--- src/rtl/hub75_scan_ctrl.sv ---
// HUB75 scan controller: reads top/bottom pixel pairs from the frame buffer,
// shifts one bit plane per pass onto the panel and displays it with BCM-weighted OE.
module hub75_scan_ctrl #(
  parameter int unsigned hpixel_p   = 64,
  parameter int unsigned vpixel_p   = 64,
  parameter int unsigned bpp_p      = 8,
  parameter int unsigned bcm_base_p = 4,
  localparam int unsigned addr_width_p = $clog2(hpixel_p*vpixel_p),
  localparam int unsigned row_width_p  = $clog2(vpixel_p/2)
) (
  input  logic                    clk,
  input  logic                    rst,
  input  logic                    i_en,
  output logic [addr_width_p-1:0] o_rd_addr,
  input  logic [3*bpp_p-1:0]      i_rd_data,
  output logic                    o_frame_done,
  output logic                    O_CLK,
  output logic                    STB,
  output logic                    OE,
  output logic                    A,
  output logic                    B,
  output logic                    C,
  output logic                    D,
  output logic                    E,
  output logic                    R1,
  output logic                    G1,
  output logic                    B1,
  output logic                    R2,
  output logic                    G2,
  output logic                    B2
);

  localparam int unsigned rows_lp       = vpixel_p / 2;
  localparam int unsigned row_bits_lp   = (row_width_p > 0) ? row_width_p : 1;
  localparam int unsigned col_bits_lp   = (hpixel_p > 1) ? $clog2(hpixel_p) : 1;
  localparam int unsigned plane_bits_lp = (bpp_p > 1) ? $clog2(bpp_p) : 1;
  localparam int unsigned cnt_bits_lp   = $clog2(bcm_base_p << (bpp_p-1)) + 1;

  typedef enum logic [1:0] {S_IDLE, S_SHIFT, S_LATCH, S_DISPLAY} state_t;

  state_t                   r_state;
  logic [2:0]               r_phase;
  logic [col_bits_lp-1:0]   r_col;
  logic [row_bits_lp-1:0]   r_row;
  logic [plane_bits_lp-1:0] r_plane;
  logic [cnt_bits_lp-1:0]   r_cnt;
  logic [3*bpp_p-1:0]       r_top;
  logic [addr_width_p-1:0]  r_addr;
  logic                     r_frame_done;
  logic                     r_oclk;
  logic                     r_stb;
  logic                     r_oe;
  logic [4:0]               r_rowsel;
  logic [5:0]               r_rgb;

  logic                     w_last_plane;
  logic                     w_last_row;
  logic                     w_last_col;
  logic [plane_bits_lp-1:0] w_next_plane;
  logic [row_bits_lp-1:0]   w_next_row;
  logic [cnt_bits_lp-1:0]   w_bcm_len;
  logic [bpp_p-1:0]         w_tr, w_tg, w_tb, w_br, w_bg, w_bb;

  function automatic logic [addr_width_p-1:0] f_addr(
    input logic [row_bits_lp-1:0] row,
    input logic [col_bits_lp-1:0] col,
    input logic                   bottom
  );
    logic [addr_width_p-1:0] y;
    y = addr_width_p'(row) + (bottom ? addr_width_p'(rows_lp) : '0);
    return y * addr_width_p'(hpixel_p) + addr_width_p'(col);
  endfunction

  assign w_tr = r_top[3*bpp_p-1 -: bpp_p];
  assign w_tg = r_top[2*bpp_p-1 -: bpp_p];
  assign w_tb = r_top[bpp_p-1:0];
  assign w_br = i_rd_data[3*bpp_p-1 -: bpp_p];
  assign w_bg = i_rd_data[2*bpp_p-1 -: bpp_p];
  assign w_bb = i_rd_data[bpp_p-1:0];

  always_comb begin
    w_last_plane = (r_plane == plane_bits_lp'(bpp_p-1));
    w_last_row   = (r_row == row_bits_lp'(rows_lp-1));
    w_last_col   = (r_col == col_bits_lp'(hpixel_p-1));
    w_next_plane = w_last_plane ? '0 : r_plane + plane_bits_lp'(1);
    w_next_row   = r_row;
    if (w_last_plane) begin
      w_next_row = w_last_row ? '0 : r_row + row_bits_lp'(1);
    end
    // Counter is loaded with length-1 so OE stays low for exactly the plane weight.
    w_bcm_len = (cnt_bits_lp'(bcm_base_p) << r_plane) - cnt_bits_lp'(1);
  end

  always_ff @(posedge clk) begin
    if (rst) begin
      r_state      <= S_IDLE;
      r_phase      <= '0;
      r_col        <= '0;
      r_row        <= '0;
      r_plane      <= '0;
      r_cnt        <= '0;
      r_top        <= '0;
      r_addr       <= '0;
      r_frame_done <= 1'b0;
      r_oclk       <= 1'b0;
      r_stb        <= 1'b0;
      r_oe         <= 1'b1;
      r_rowsel     <= '0;
      r_rgb        <= '0;
    end else begin
      r_frame_done <= 1'b0;
      unique case (r_state)
        S_IDLE: begin
          r_oe   <= 1'b1;
          r_oclk <= 1'b0;
          r_stb  <= 1'b0;
          if (i_en) begin
            r_state <= S_SHIFT;
            r_phase <= 3'd0;
            r_col   <= '0;
            r_addr  <= f_addr(r_row, '0, 1'b0);
          end
        end
        S_SHIFT: begin
          unique case (r_phase)
            3'd0: begin
              r_addr  <= f_addr(r_row, r_col, 1'b1);
              r_phase <= 3'd1;
            end
            3'd1: begin
              r_top   <= i_rd_data;
              r_phase <= 3'd2;
            end
            3'd2: begin
              r_rgb   <= {w_tr[r_plane], w_tg[r_plane], w_tb[r_plane],
                          w_br[r_plane], w_bg[r_plane], w_bb[r_plane]};
              r_phase <= 3'd3;
            end
            3'd3: begin
              r_oclk  <= 1'b1;
              r_phase <= 3'd4;
            end
            default: begin
              r_oclk <= 1'b0;
              if (w_last_col) begin
                r_state  <= S_LATCH;
                r_stb    <= 1'b1;
                r_rowsel <= 5'(r_row);
              end else begin
                r_col   <= r_col + col_bits_lp'(1);
                r_phase <= 3'd0;
                r_addr  <= f_addr(r_row, r_col + col_bits_lp'(1), 1'b0);
              end
            end
          endcase
        end
        S_LATCH: begin
          r_stb   <= 1'b0;
          r_oe    <= 1'b0;
          r_cnt   <= w_bcm_len;
          r_state <= S_DISPLAY;
        end
        S_DISPLAY: begin
          if (r_cnt == '0) begin
            r_oe    <= 1'b1;
            r_plane <= w_next_plane;
            r_row   <= w_next_row;
            if (w_last_plane && w_last_row) begin
              r_frame_done <= 1'b1;
            end
            // Enable is only sampled here, so a plane always runs to completion.
            if (i_en) begin
              r_state <= S_SHIFT;
              r_phase <= 3'd0;
              r_col   <= '0;
              r_addr  <= f_addr(w_next_row, '0, 1'b0);
            end else begin
              r_state <= S_IDLE;
            end
          end else begin
            r_cnt <= r_cnt - cnt_bits_lp'(1);
          end
        end
        default: r_state <= S_IDLE;
      endcase
    end
  end

  assign o_rd_addr    = r_addr;
  assign o_frame_done = r_frame_done;
  assign O_CLK        = r_oclk;
  assign STB          = r_stb;
  assign OE           = r_oe;
  assign {E, D, C, B, A} = r_rowsel;
  assign {R1, G1, B1, R2, G2, B2} = r_rgb;

endmodule
--- config.mk ---
export PLATFORM = sky130hd
export DESIGN_NAME = hub75_scan_ctrl
export DESIGN_NICKNAME = d
export VERILOG_FILES = /design/src/rtl/hub75_scan_ctrl.sv
export SDC_FILE = /design/constraint.sdc
export NUM_CORES = 1
export LEC_CHECK = 0
export BUFFER_PORTS_ARGS = -buffer_cell sky130_fd_sc_hd__buf_4
export CAP_MARGIN = 20
export CORE_ASPECT_RATIO = 1.75
export CORE_MARGIN = 3
export CORE_UTILIZATION = 45
export CTS_BUF_LIST = sky130_fd_sc_hd__clkbuf_8
export DETAILED_ROUTE_END_ITERATION = 12
export HOLD_SLACK_MARGIN = 0.05
export PLACE_DENSITY = 0.67
export SKIP_CTS_REPAIR_TIMING = 1
export SLEW_MARGIN = 20
export SYNTH_ARGS = -nofsm -noshare
export SYNTH_HDL_FRONTEND = slang
export SYNTH_SLANG_ARGS = --single-unit
export TNS_END_PERCENT = 50
--- constraint.sdc ---
create_clock -name clk -period 2.57 [get_ports clk]
set_clock_uncertainty 0.1 [all_clocks]
set_input_delay 0 -clock clk [delete_from_list [all_inputs] [get_ports clk]]
set_output_delay 0 -clock clk [all_outputs]
set_load 0.01 [all_outputs]
# After elaboration in Yosys (flattened, before gate mapping)
# Cells that the tools add are included.
# W data, S select, Z words.
dict set report word_totals {
  register_bits 80
}
dict set report classes {
  n_lt_le_gt_ge 1
  n_addsub 8
  mux 47
  shifts 1
  n_bitwise 3
  n_reduce_logical 26
  n_eq_ne 20
}
# operator count
set op_table {}
lappend op_table {{$mux W12} 4}
lappend op_table {{$pmux W12 S3} 1}
lappend op_table {{$mux W6} 4}
lappend op_table {{$pmux W12 S2} 1}
lappend op_table {{$pmux W10 S2} 1}
lappend op_table {{$sub A10 B1 Y10 const B} 2}
lappend op_table {{$bmux W1 S3} 6}
lappend op_table {{$ne A2 B2 Y1 const B} 9}
lappend op_table {{$pmux W6 S3} 1}
lappend op_table {{$add A11 B6 Y12} 1}
lappend op_table {{$add A12 B6 Y12} 1}
lappend op_table {{$mux W3} 4}
lappend op_table {{$pmux W3 S4} 1}
lappend op_table {{$reduce_and A2 Y1} 6}
lappend op_table {{$mux W1} 11}
lappend op_table {{$logic_not A10 Y1} 1}
lappend op_table {{$mux W10} 1}
lappend op_table {{$mux W5} 2}
lappend op_table {{$shl A3 B3 Y10 const A} 1}
lappend op_table {{$pmux W3 S3} 1}
lappend op_table {{$reduce_and A3 Y1} 3}
lappend op_table {{$reduce_or A3 Y1} 3}
lappend op_table {{$mux W2} 4}
lappend op_table {{$pmux W2 S4} 1}
lappend op_table {{other kinds (26)} 36}

# Logic depth before layout (Yosys ltp)
# Gate-level depths: netlist of the first run.
dict set report depth {
  depth_word 6
  ltp_mapped 10
  depth_no_buf 9
}

# Worst setup path before layout of the first run
# Ideal clock, no wire load.
dict set report synth_path {
  path_kind {reg-to-reg}
  startpoint {register r_plane[0]}
  endpoint {register r_cnt[9]}
  n_path_buf 2
  period_less_slack_ns 2.468
  slack_ns 0.102
  arrival_ns 2.236
  required_time_ns 2.337
  stages_incl_launch_ff 11
  setup_ns 0.133
  cell_sequence {dfxtp_1 -> clkbuf_1 -> buf_2 -> inv_1 -> ha_1 -> nor3b_1 -> a21oi_1 -> nand3_1 -> nor3_1 -> a2bb2oi_1 -> a31oi_1}
}
dict set report synth_between {
  elab_chain_len 3
}
# item line_no
set synth_lines {}
lappend synth_lines {{start: declaration} 45} ;# logic [plane_bits_lp-1:0] r_plane;
lappend synth_lines {{start signal: assignment} 166} ;# r_plane <= w_next_plane;
lappend synth_lines {{$shl A3 B3 Y10} 91} ;# w_bcm_len = (cnt_bits_lp'(bcm_base_p) << r_plane) - cnt_bits_lp'(1);
lappend synth_lines {{$sub A10 B1 Y10} 91}
lappend synth_lines {{$pmux W10 S2} 112} ;# unique case (r_state)
lappend synth_lines {{end signal: assignment} 160} ;# r_cnt <= w_bcm_len;
lappend synth_lines {{end signal: assignment} 181} ;# r_cnt <= r_cnt - cnt_bits_lp'(1);
lappend synth_lines {{end: declaration} 46} ;# logic [cnt_bits_lp-1:0] r_cnt;
# Every way passes these cells.
# A chain may end at the register's enable or synchronous reset.

# Final worst setup path of the first run
dict set report layout_path {
  startpoint {register r_cnt[9]}
  endpoint {register r_phase[2]}
}
dict set report layout_between {
  elab_chain_len 3
}
# item line_no
set layout_lines {}
lappend layout_lines {{$logic_not A10 Y1} 164} ;# if (r_cnt == '0) begin
lappend layout_lines {{$ne A2 B2 Y1 (no line)} n/a}
lappend layout_lines {{$reduce_and A3 Y1 (no line)} n/a}
lappend layout_lines {{end signal: assignment} 141} ;# r_phase <= 3'd4;
lappend layout_lines {{end signal: assignment} 151} ;# r_phase <= 3'd0;
lappend layout_lines {{end signal: assignment} 174} ;# r_phase <= 3'd0;
lappend layout_lines {{end: declaration} 42} ;# logic [2:0] r_phase;
# Every way passes these cells.

==> impl.org, run 1 <==
** CTS
- After clock tree synthesis, the clock-pin slew on the worst setup and hold paths is 0.08 ns.
- No sink is reached through more buffers than the 2 on the longest clock path.
- Root buffer cell :: sky130_fd_sc_hd__clkbuf_8
- The later pin in the worst-skew pair is clocked with a latency of 0.36 ns.
- The H-tree was split into 3 levels.
- Count of clock tree sinks :: 80
- TritonCTS built the clock tree.
- TritonCTS created 9 clock buffers.

** Routing
- Detailed Route WL :: 10700 um
- Once detail routing completed, the nets flagged for antenna violations numbered 0.
- DRC viols :: 0
- For this run, the detailed router's first-pass iteration total came to 4.
- Via-to-Cell Ratio :: 5.51
- The detailed router placed 4031 vias in this run.
- Routed wire length per instance :: 14.6 um
- DRC violation total after the first TritonRoute iteration :: 165

** Pwr
- Total power for the finished layout comes to 3.55 mW.
- Reported leakage power :: 2.06 nW
- In this run the power density over the cells is 672 mW/mm^2.
- VDD sags by at most 0.000381 V.

** Synth
- Yosys mapped a number of flops with a built-in enable equal to 0.
- Synth Area in Adders :: 0.0440
- Of the total synthesized cell area, the portion taken by XOR and XNOR cells is 0.0205.
- The synthesized netlist occupies a cell area of 0.00427 sq mm.
- Proportion of register bits with asynchronous set or reset after synthesis :: 0
- Synthesized instance count :: 529
- Fraction of the yosys area taken by sequential cells :: 0.375
- Warnings from Yosys :: 0
- When the netlist entered floorplanning its net count stood at 571.
- Of the total synthesized cell area, the portion taken by AND, OR, NAND and NOR gates is 0.251.
- Combinational family with the most area after synthesis :: simple AND/OR/NAND/NOR gates
- Flip-flop and latch count after synthesis :: 80
- Share of cell area taken by muxes after synthesis :: 0.0915
- In the synthesized netlist the dominant register cell turns out to be sky130_fd_sc_hd__dfxtp_1.
- The fraction of the mapped netlist area in compound gates came to 0.174.
- Synth Area per Inst :: 8.07 sq um
- Counting distinct cell types in the post-synthesis netlist gives 53.

** STA
- Dividing the final minimum period by the clock period gives 0.929.
- The smallest clock period supported by the final layout is computed as 2.39 ns.
- Worst hold slack :: 0.345 ns
- The number of hold-slack violations in the final timing report came to 0.
- Pin slew with the least headroom to its limit :: 0.856 ns
- Pins over their slew limit :: 0
- Summed over all failing endpoints, the final setup total negative slack is 0 ns.
- Headroom to the max-slew limit came out at 0.430.
- Setup repair after global routing left no endpoint under its margin.
- Setup violations remaining at the end of the flow were counted as 0.
- Maximum operating frequency :: 419 MHz

** Final layout
- In the final layout, the share of cells above drive strength 1 is 0.187.
- Layout net count :: 648
- Most common cell after layout, fill and taps aside :: sky130_fd_sc_hd__nand2_1
- Inserted Diodes :: 0
- Highest-count cells in the layout ignoring fill and taps :: 109 x sky130_fd_sc_hd__nand2_1, 80 x sky130_fd_sc_hd__dfxtp_1, 76 x sky130_fd_sc_hd__buf_4, 59 x sky130_fd_sc_hd__a21oi_1, 50 x sky130_fd_sc_hd__nor2_1
- Relative to the synthesized area, the layout overhead comes to 23.9%.

** Global route
- Entering global routing, the biggest net connects 43 pins.
- Global-route usage over all layers :: 0.210
- Initial antenna violation count :: 0
- Vias in the first global route :: 3856
- Overall overflow remaining after global route :: 0
- First-pass GRT wire length :: 17900 um

** Worst hold path
- The path class of the tightest hold or removal check is input pin to register.
- Counting instances, the worst hold path has a depth of 4.
- The startpoint identified for the worst hold timing path is i_rd_data[11].
- The worst hold path terminates at r_top[11].

** Worst setup path
- The largest individual stage delay along the critical path comes from the cell sky130_fd_sc_hd__or4_4.
- Crit path arrival time :: 2.56 ns
- Critical path endpoint category :: register
- Worst R2R Start :: r_cnt[9]
- By startpoint and endpoint, the worst setup path is classified as register to register.
- Across all register-to-register paths, the minimum setup slack is 0.18 ns.
- Worst reg2reg endpoint :: r_phase[2]
- The largest single stage delay on the critical path is 0.59 ns.
- CP Buf/Inv Count :: 0
- The cell family contributing the most delay on the critical path is simple AND/OR/NAND/NOR gates.
- Along the worst path, the maximum fanout reaches 8.
- STA classifies the critical path startpoint as a register.
- Crit-path cells :: or4_4 -> o41a_4 -> nor3_4 -> nand2_1 -> or3_1 -> o31ai_1
- Cells on worst reg2reg path :: 6
- Required time at the endpoint of the critical path :: 2.74 ns

** Die
- The core region is 0.00915 sq mm.
- Die area :: 0.0107 sq mm
- Die outline height :: 135 um
- Initial cell density of the core :: 0.466
- 54 I/O pins were placed.
- In this run the core area contains 46 standard-cell rows.
- The die is 79.6 um wide.

** Place
- The count of buffers added on input and output ports is 53.
- After legalization and detailed placement, the total HPWL measured 7790 um.
- Routability-driven placement finished with a final weighted congestion of 0.839.

** Run
- Maximum Capacitance Violations :: 0

** Outcome
- The flow ran to the end, and the final reports show no timing, DRC or antenna violations.
==> Yosys cell counts (all sizes together), types with 5 or more instances <==
master	count	share of area
dfxtp	80	0.38
nor2	50	0.044
and2	6	0.0091
nand3	17	0.021
mux2i	12	0.028
nor3	14	0.022
or3	5	0.0073
clkbuf	33	0.029
nand2	109	0.096
a311oi	8	0.016
o21ai	20	0.023
xnor2	6	0.012
a21oi	59	0.069
and3	5	0.0073
mux4	12	0.063
inv	12	0.011
ha	15	0.044
a31oi	6	0.0088
==> metal layers <==
metal  GRT usage  share of wire  vias to the layer above
met2       0.385           0.54                       96
li1            -              -                     2006
met1       0.227           0.38                     1907
met4       0.103          0.030                        0
met3      0.0367          0.043                       22
met5           0              0                        -
==> state kept, by name, summed over array words and instances (netlist names), 2 cells and up <==
signal / cells
r_top: 24
o_rd_addr: 12
r_cnt: 10
r_col: 6
r_rgb: 6
r_row: 5
r_rowsel: 5
r_phase: 3
r_plane: 3
r_state: 2
==> cell type report <==
class / count / area [sq um]
fill: 846 / 3870
multi-input combinational: 401 / 2480
sequential: 80 / 1600
timing repair buffer: 102 / 831
tap: 120 / 150
clock buffer: 10 / 138
inverter: 12 / 45.0
clock inverter: 6 / 36.3
==> worst max-delay path by stage <==
stage                from           end  slack [ns]  cells past startpoint
6_report         r_cnt[9]    r_phase[2]        0.18                      6
5_1_grt          r_cnt[0]    r_phase[2]        0.05                      6
4_1_cts          r_cnt[9]    r_phase[2]        0.18                      6
3_5_place_dp     r_cnt[9]    r_phase[2]        0.20                      6
3_3_place_gp     r_cnt[0]  o_rd_addr[8]        0.24                      5
2_1_floorplan  r_plane[0]      r_cnt[9]        0.10                     10
==> worst reg2reg max path, delay by kind of cell, from the launching register on <==
kind | cells | cell delay, ns
simple gates | 4 | 1.27
flops | 1 | 0.35
compound gates | 2 | 0.59
==> power breakdown <==
part | switching, mW | internal (mW) | leakage [nW]
combinational | 0.753 | 0.542 | 1.32
sequential | 0.0899 | 1.34 | 0.646
clock | 0.453 | 0.372 | 0.0972
==> cell families (layout without fill, tap and decap cells) <==
| kind of cell | count (synthesis) | count (layout) |
|---|---|---|
| AO/OA/AOI/OAI | 121 | 121 |
| AND/OR/NAND/NOR | 231 | 231 |
| flip-flops | 80 | 80 |
| adder cells (fa/ha/maj) | 15 | 15 |
| buffers and inverters | 48 | 130 |
| XOR/XNOR | 10 | 10 |
| multiplexers | 24 | 24 |
==> metrics by stage <==
stage / util / instances / setup WS (ns) / area [sq um]
after floorplan: - / 529 / 0.102 / 4270
after global placement: 0.530 / 689 / 0.242 / 4850
after detailed placement: 0.530 / 689 / 0.205 / 4850
after CTS: 0.549 / 705 / 0.183 / 5020
after global routing: 0.578 / 731 / 0.0514 / 5290
final: 0.578 / 731 / 0.182 / 5290
(Power assumes the default switching activity.)
==> run 2: changes to the inputs <==
--- a/config.mk
+++ b/config.mk
@@ -12,8 +12,10 @@
 export CORE_UTILIZATION = 45
 export CTS_BUF_LIST = sky130_fd_sc_hd__clkbuf_8
 export DETAILED_ROUTE_END_ITERATION = 12
+export GPL_TIMING_DRIVEN = 0
 export HOLD_SLACK_MARGIN = 0.05
 export PLACE_DENSITY = 0.67
+export SETUP_SLACK_MARGIN = 0.4
 export SKIP_CTS_REPAIR_TIMING = 1
 export SLEW_MARGIN = 20
 export SYNTH_ARGS = -nofsm -noshare
==> run 2 against run 1 <==
Effect of this change: combinational power increased by 19%; final cell count increased by 4.4%; sequential cell count unchanged; die area unchanged; design area increased by 8.3%; critical path depth unchanged; fmax increased by 3.5%; core utilization increased by 4.8 points; non-clock buffer count increased by 32; sequential power about the same; critical endpoint unchanged; largest cell class unchanged.
==> impl.org, run 2 (synthesis results as in run 1) <==
** Final layout
- Post-synthesis to final-layout area growth :: 34.1%
- Register ranked first by flip-flop count :: r_top
- Layout net count :: 680
- Most common cell after layout, fill and taps aside :: sky130_fd_sc_hd__nand2_1
- The register with the most flip-flops in the layout has 24 of them.
- The finished cells cover 0.00572 sq mm.
- Fraction of final layout cells with drive strength greater than 1 :: 0.260
- Inserted Diodes :: 0
- Highest-count cells in the layout ignoring fill and taps :: 109 x sky130_fd_sc_hd__nand2_1, 75 x sky130_fd_sc_hd__buf_4, 72 x sky130_fd_sc_hd__dfxtp_1, 56 x sky130_fd_sc_hd__a21oi_1, 48 x sky130_fd_sc_hd__nor2_1

** STA
- The number of hold-slack violations in the final timing report was 0.
- Final hold analysis gives a worst-case slack of 0.0286 ns.
- Timing would allow up to 434 MHz.
- The worst path meets setup with 0.263 ns of slack.
- Unrepaired setup endpoints after global routing :: true
- Pins over their slew limit :: 0
- In the finished design, the share of the clock period the worst path needs comes to 0.898.
- Final period demand of the worst path :: 2.31 ns
- At the pin with the least slew margin, the transition time is 0.757 ns.
- Worst slew slack as a fraction of its limit :: 0.496
- Setup violators final :: 0

** Routing
- Before antenna repair, the detailed router went through 4 iterations.
- DRC viols :: 0
- Dividing the detail-routed wire length by the instance count gives 16.2 um.
- Detailed Route WL :: 12300 um
- DRC violation total after the first TritonRoute iteration :: 281
- The detail route stage leaves a number of antenna-violating nets equal to 0.
- Vias :: 4257
- In the routed layout, each cell is associated on average with a via count of 5.58.

** Worst setup path
- Critical Path Source Type :: register
- Biggest cell delay along the critical path :: 0.56 ns
- For this design, the slowest cell found on the critical path is sky130_fd_sc_hd__or4_4.
- For the worst setup path, the data arrival time is 2.48 ns.
- Crit-path cells :: or4_4 -> o41a_4 -> nor3_4 -> nand2_1 -> or3_1 -> o31ai_1
- Critical path start-end classification :: register to register
- Worst-case register-to-register setup slack :: 0.26 ns
- Crit-path max FO :: 7
- The worst setup path is captured at a register.
- For the worst setup path, the data required time is 2.75 ns.

** CTS
- TritonCTS created 9 clock buffers.
- CTS placed an instance of sky130_fd_sc_hd__clkbuf_8 at the clock tree root.
- Buffer depth of the longest clock path :: 2
- Clock-pin transition on the worst setup and hold timing paths :: 0.08 ns
- At the later pin of the worst-skew pair, clock insertion delay measures 0.36 ns.
- H-tree levels :: 3
- For this design, the sink count on the clock tree is 80.
- TritonCTS built the clock tree.

** Pwr
- In this run the power density over the cells is 715 mW/mm^2.
- Maximum resistive drop on vdd :: 0.000498 V
- Summed over all cells, the static leakage comes to 2.22 nW.

** Global route
- For this run, global-route usage on met1 was measured as 0.241.
- For this run, the total global-route usage over all layers was measured as 0.225.
- Met2 layer usage reported by global route :: 0.406
- After global routing the overflow that remains totals 0.
- Pin count of the biggest net entering global routing :: 14
- Met3 Track Usage GR :: 0.0381
- The first global-routing pass estimated 18800 um of wire.
- Initial antenna violation count :: 0
- Busiest layer in global routing :: met2
- Vias in the first global route :: 3943

** Die
- For this configuration, the core starts out at a cell density of 0.466.
- The die is 135 um tall.
- The core region is 0.00915 sq mm.
- After floorplanning, the core was divided into 46 placement rows.
- 54 I/O pins were placed.
- Die area :: 0.0107 sq mm
- In this run the horizontal extent of the chip is 79.6 um.

** Place
- Number of buffer cells added on primary ports :: 52
- Once placement finished, the instance area stood at 0.00482 sq mm.
- Detailed placement ended at an HPWL of 8830 um.
- Before CTS, the worst setup slack after placement is -0.295 ns.
- The congestion estimate from routability-driven global placement came to 0.891.

** Outcome
- The flow ran to the end, and the final reports show no timing, DRC or antenna violations.

** Worst hold path
- Type of the tightest min-delay check :: input pin to register

** Run
- The tool flagged a number of max-cap violations equal to 0.
[run 2: cell count changes in the layout (fill, tap and decap cells not counted), sizes merged]
cell | before | now
dlygate4sd3 | 26 | 24
clkinv | 5 | 0
bufinv | 0 | 3
clkbuf | 10 | 35
buf | 76 | 84
clkinvlp | 0 | 3
[run 2: layout make-up]
cell class / count / area, sq um
Clock buffer: 9 / 124
Tap cell: 120 / 150
Sequential cell: 80 / 1620
Clock inverter: 7 / 113
Fill cell: 776 / 3430
Inverter: 12 / 48.8
Multi-Input combinational cell: 401 / 2630
Timing Repair Buffer: 98 / 812
Buffer: 36 / 228
[run 2: power breakdown]
part           switching, mW  internal, mW
Clock                  0.472         0.638
Combinational          0.882         0.669
Sequential            0.0870          1.34
Total                   1.44          2.65
[run 2: worst paths after layout]
kind,from,end,cells after the start
setup / recovery,r_cnt[7],r_phase[2],6
hold / removal,i_en,r_state[0],3
setup reg to reg,r_cnt[7],r_phase[2],6
hold reg to reg,o_rd_addr[8],o_rd_addr[8],2
[run 2: stage by stage]
step | util | setup TNS (ns) | power [mW] | cells
finish | 0.625 | 0 | 4.09 | 763
global route | 0.625 | 0 | 4.30 | 763
detailed placement | 0.527 | -4.96 | 2.70 | 701
floorplan | - | 0 | 2.33 | 529
CTS | 0.553 | -5.53 | 3.80 | 717
global placement | 0.527 | -2.87 | 2.68 | 701
[run 2: routing by layer]
metal / up-vias / wire length [um]
li1: 2077 / -
met1: 2048 / 4700
met2: 108 / 6780
met3: 24 / 456
met4: 0 / 406
met5: - / 0
[run 2: critical path: cells and delay by family (launching register included)]
kind	cells	cell delay (ns)
AO/OA/AOI/OAI	2	0.58
AND/OR/NAND/NOR	4	1.22
flip-flops	1	0.33
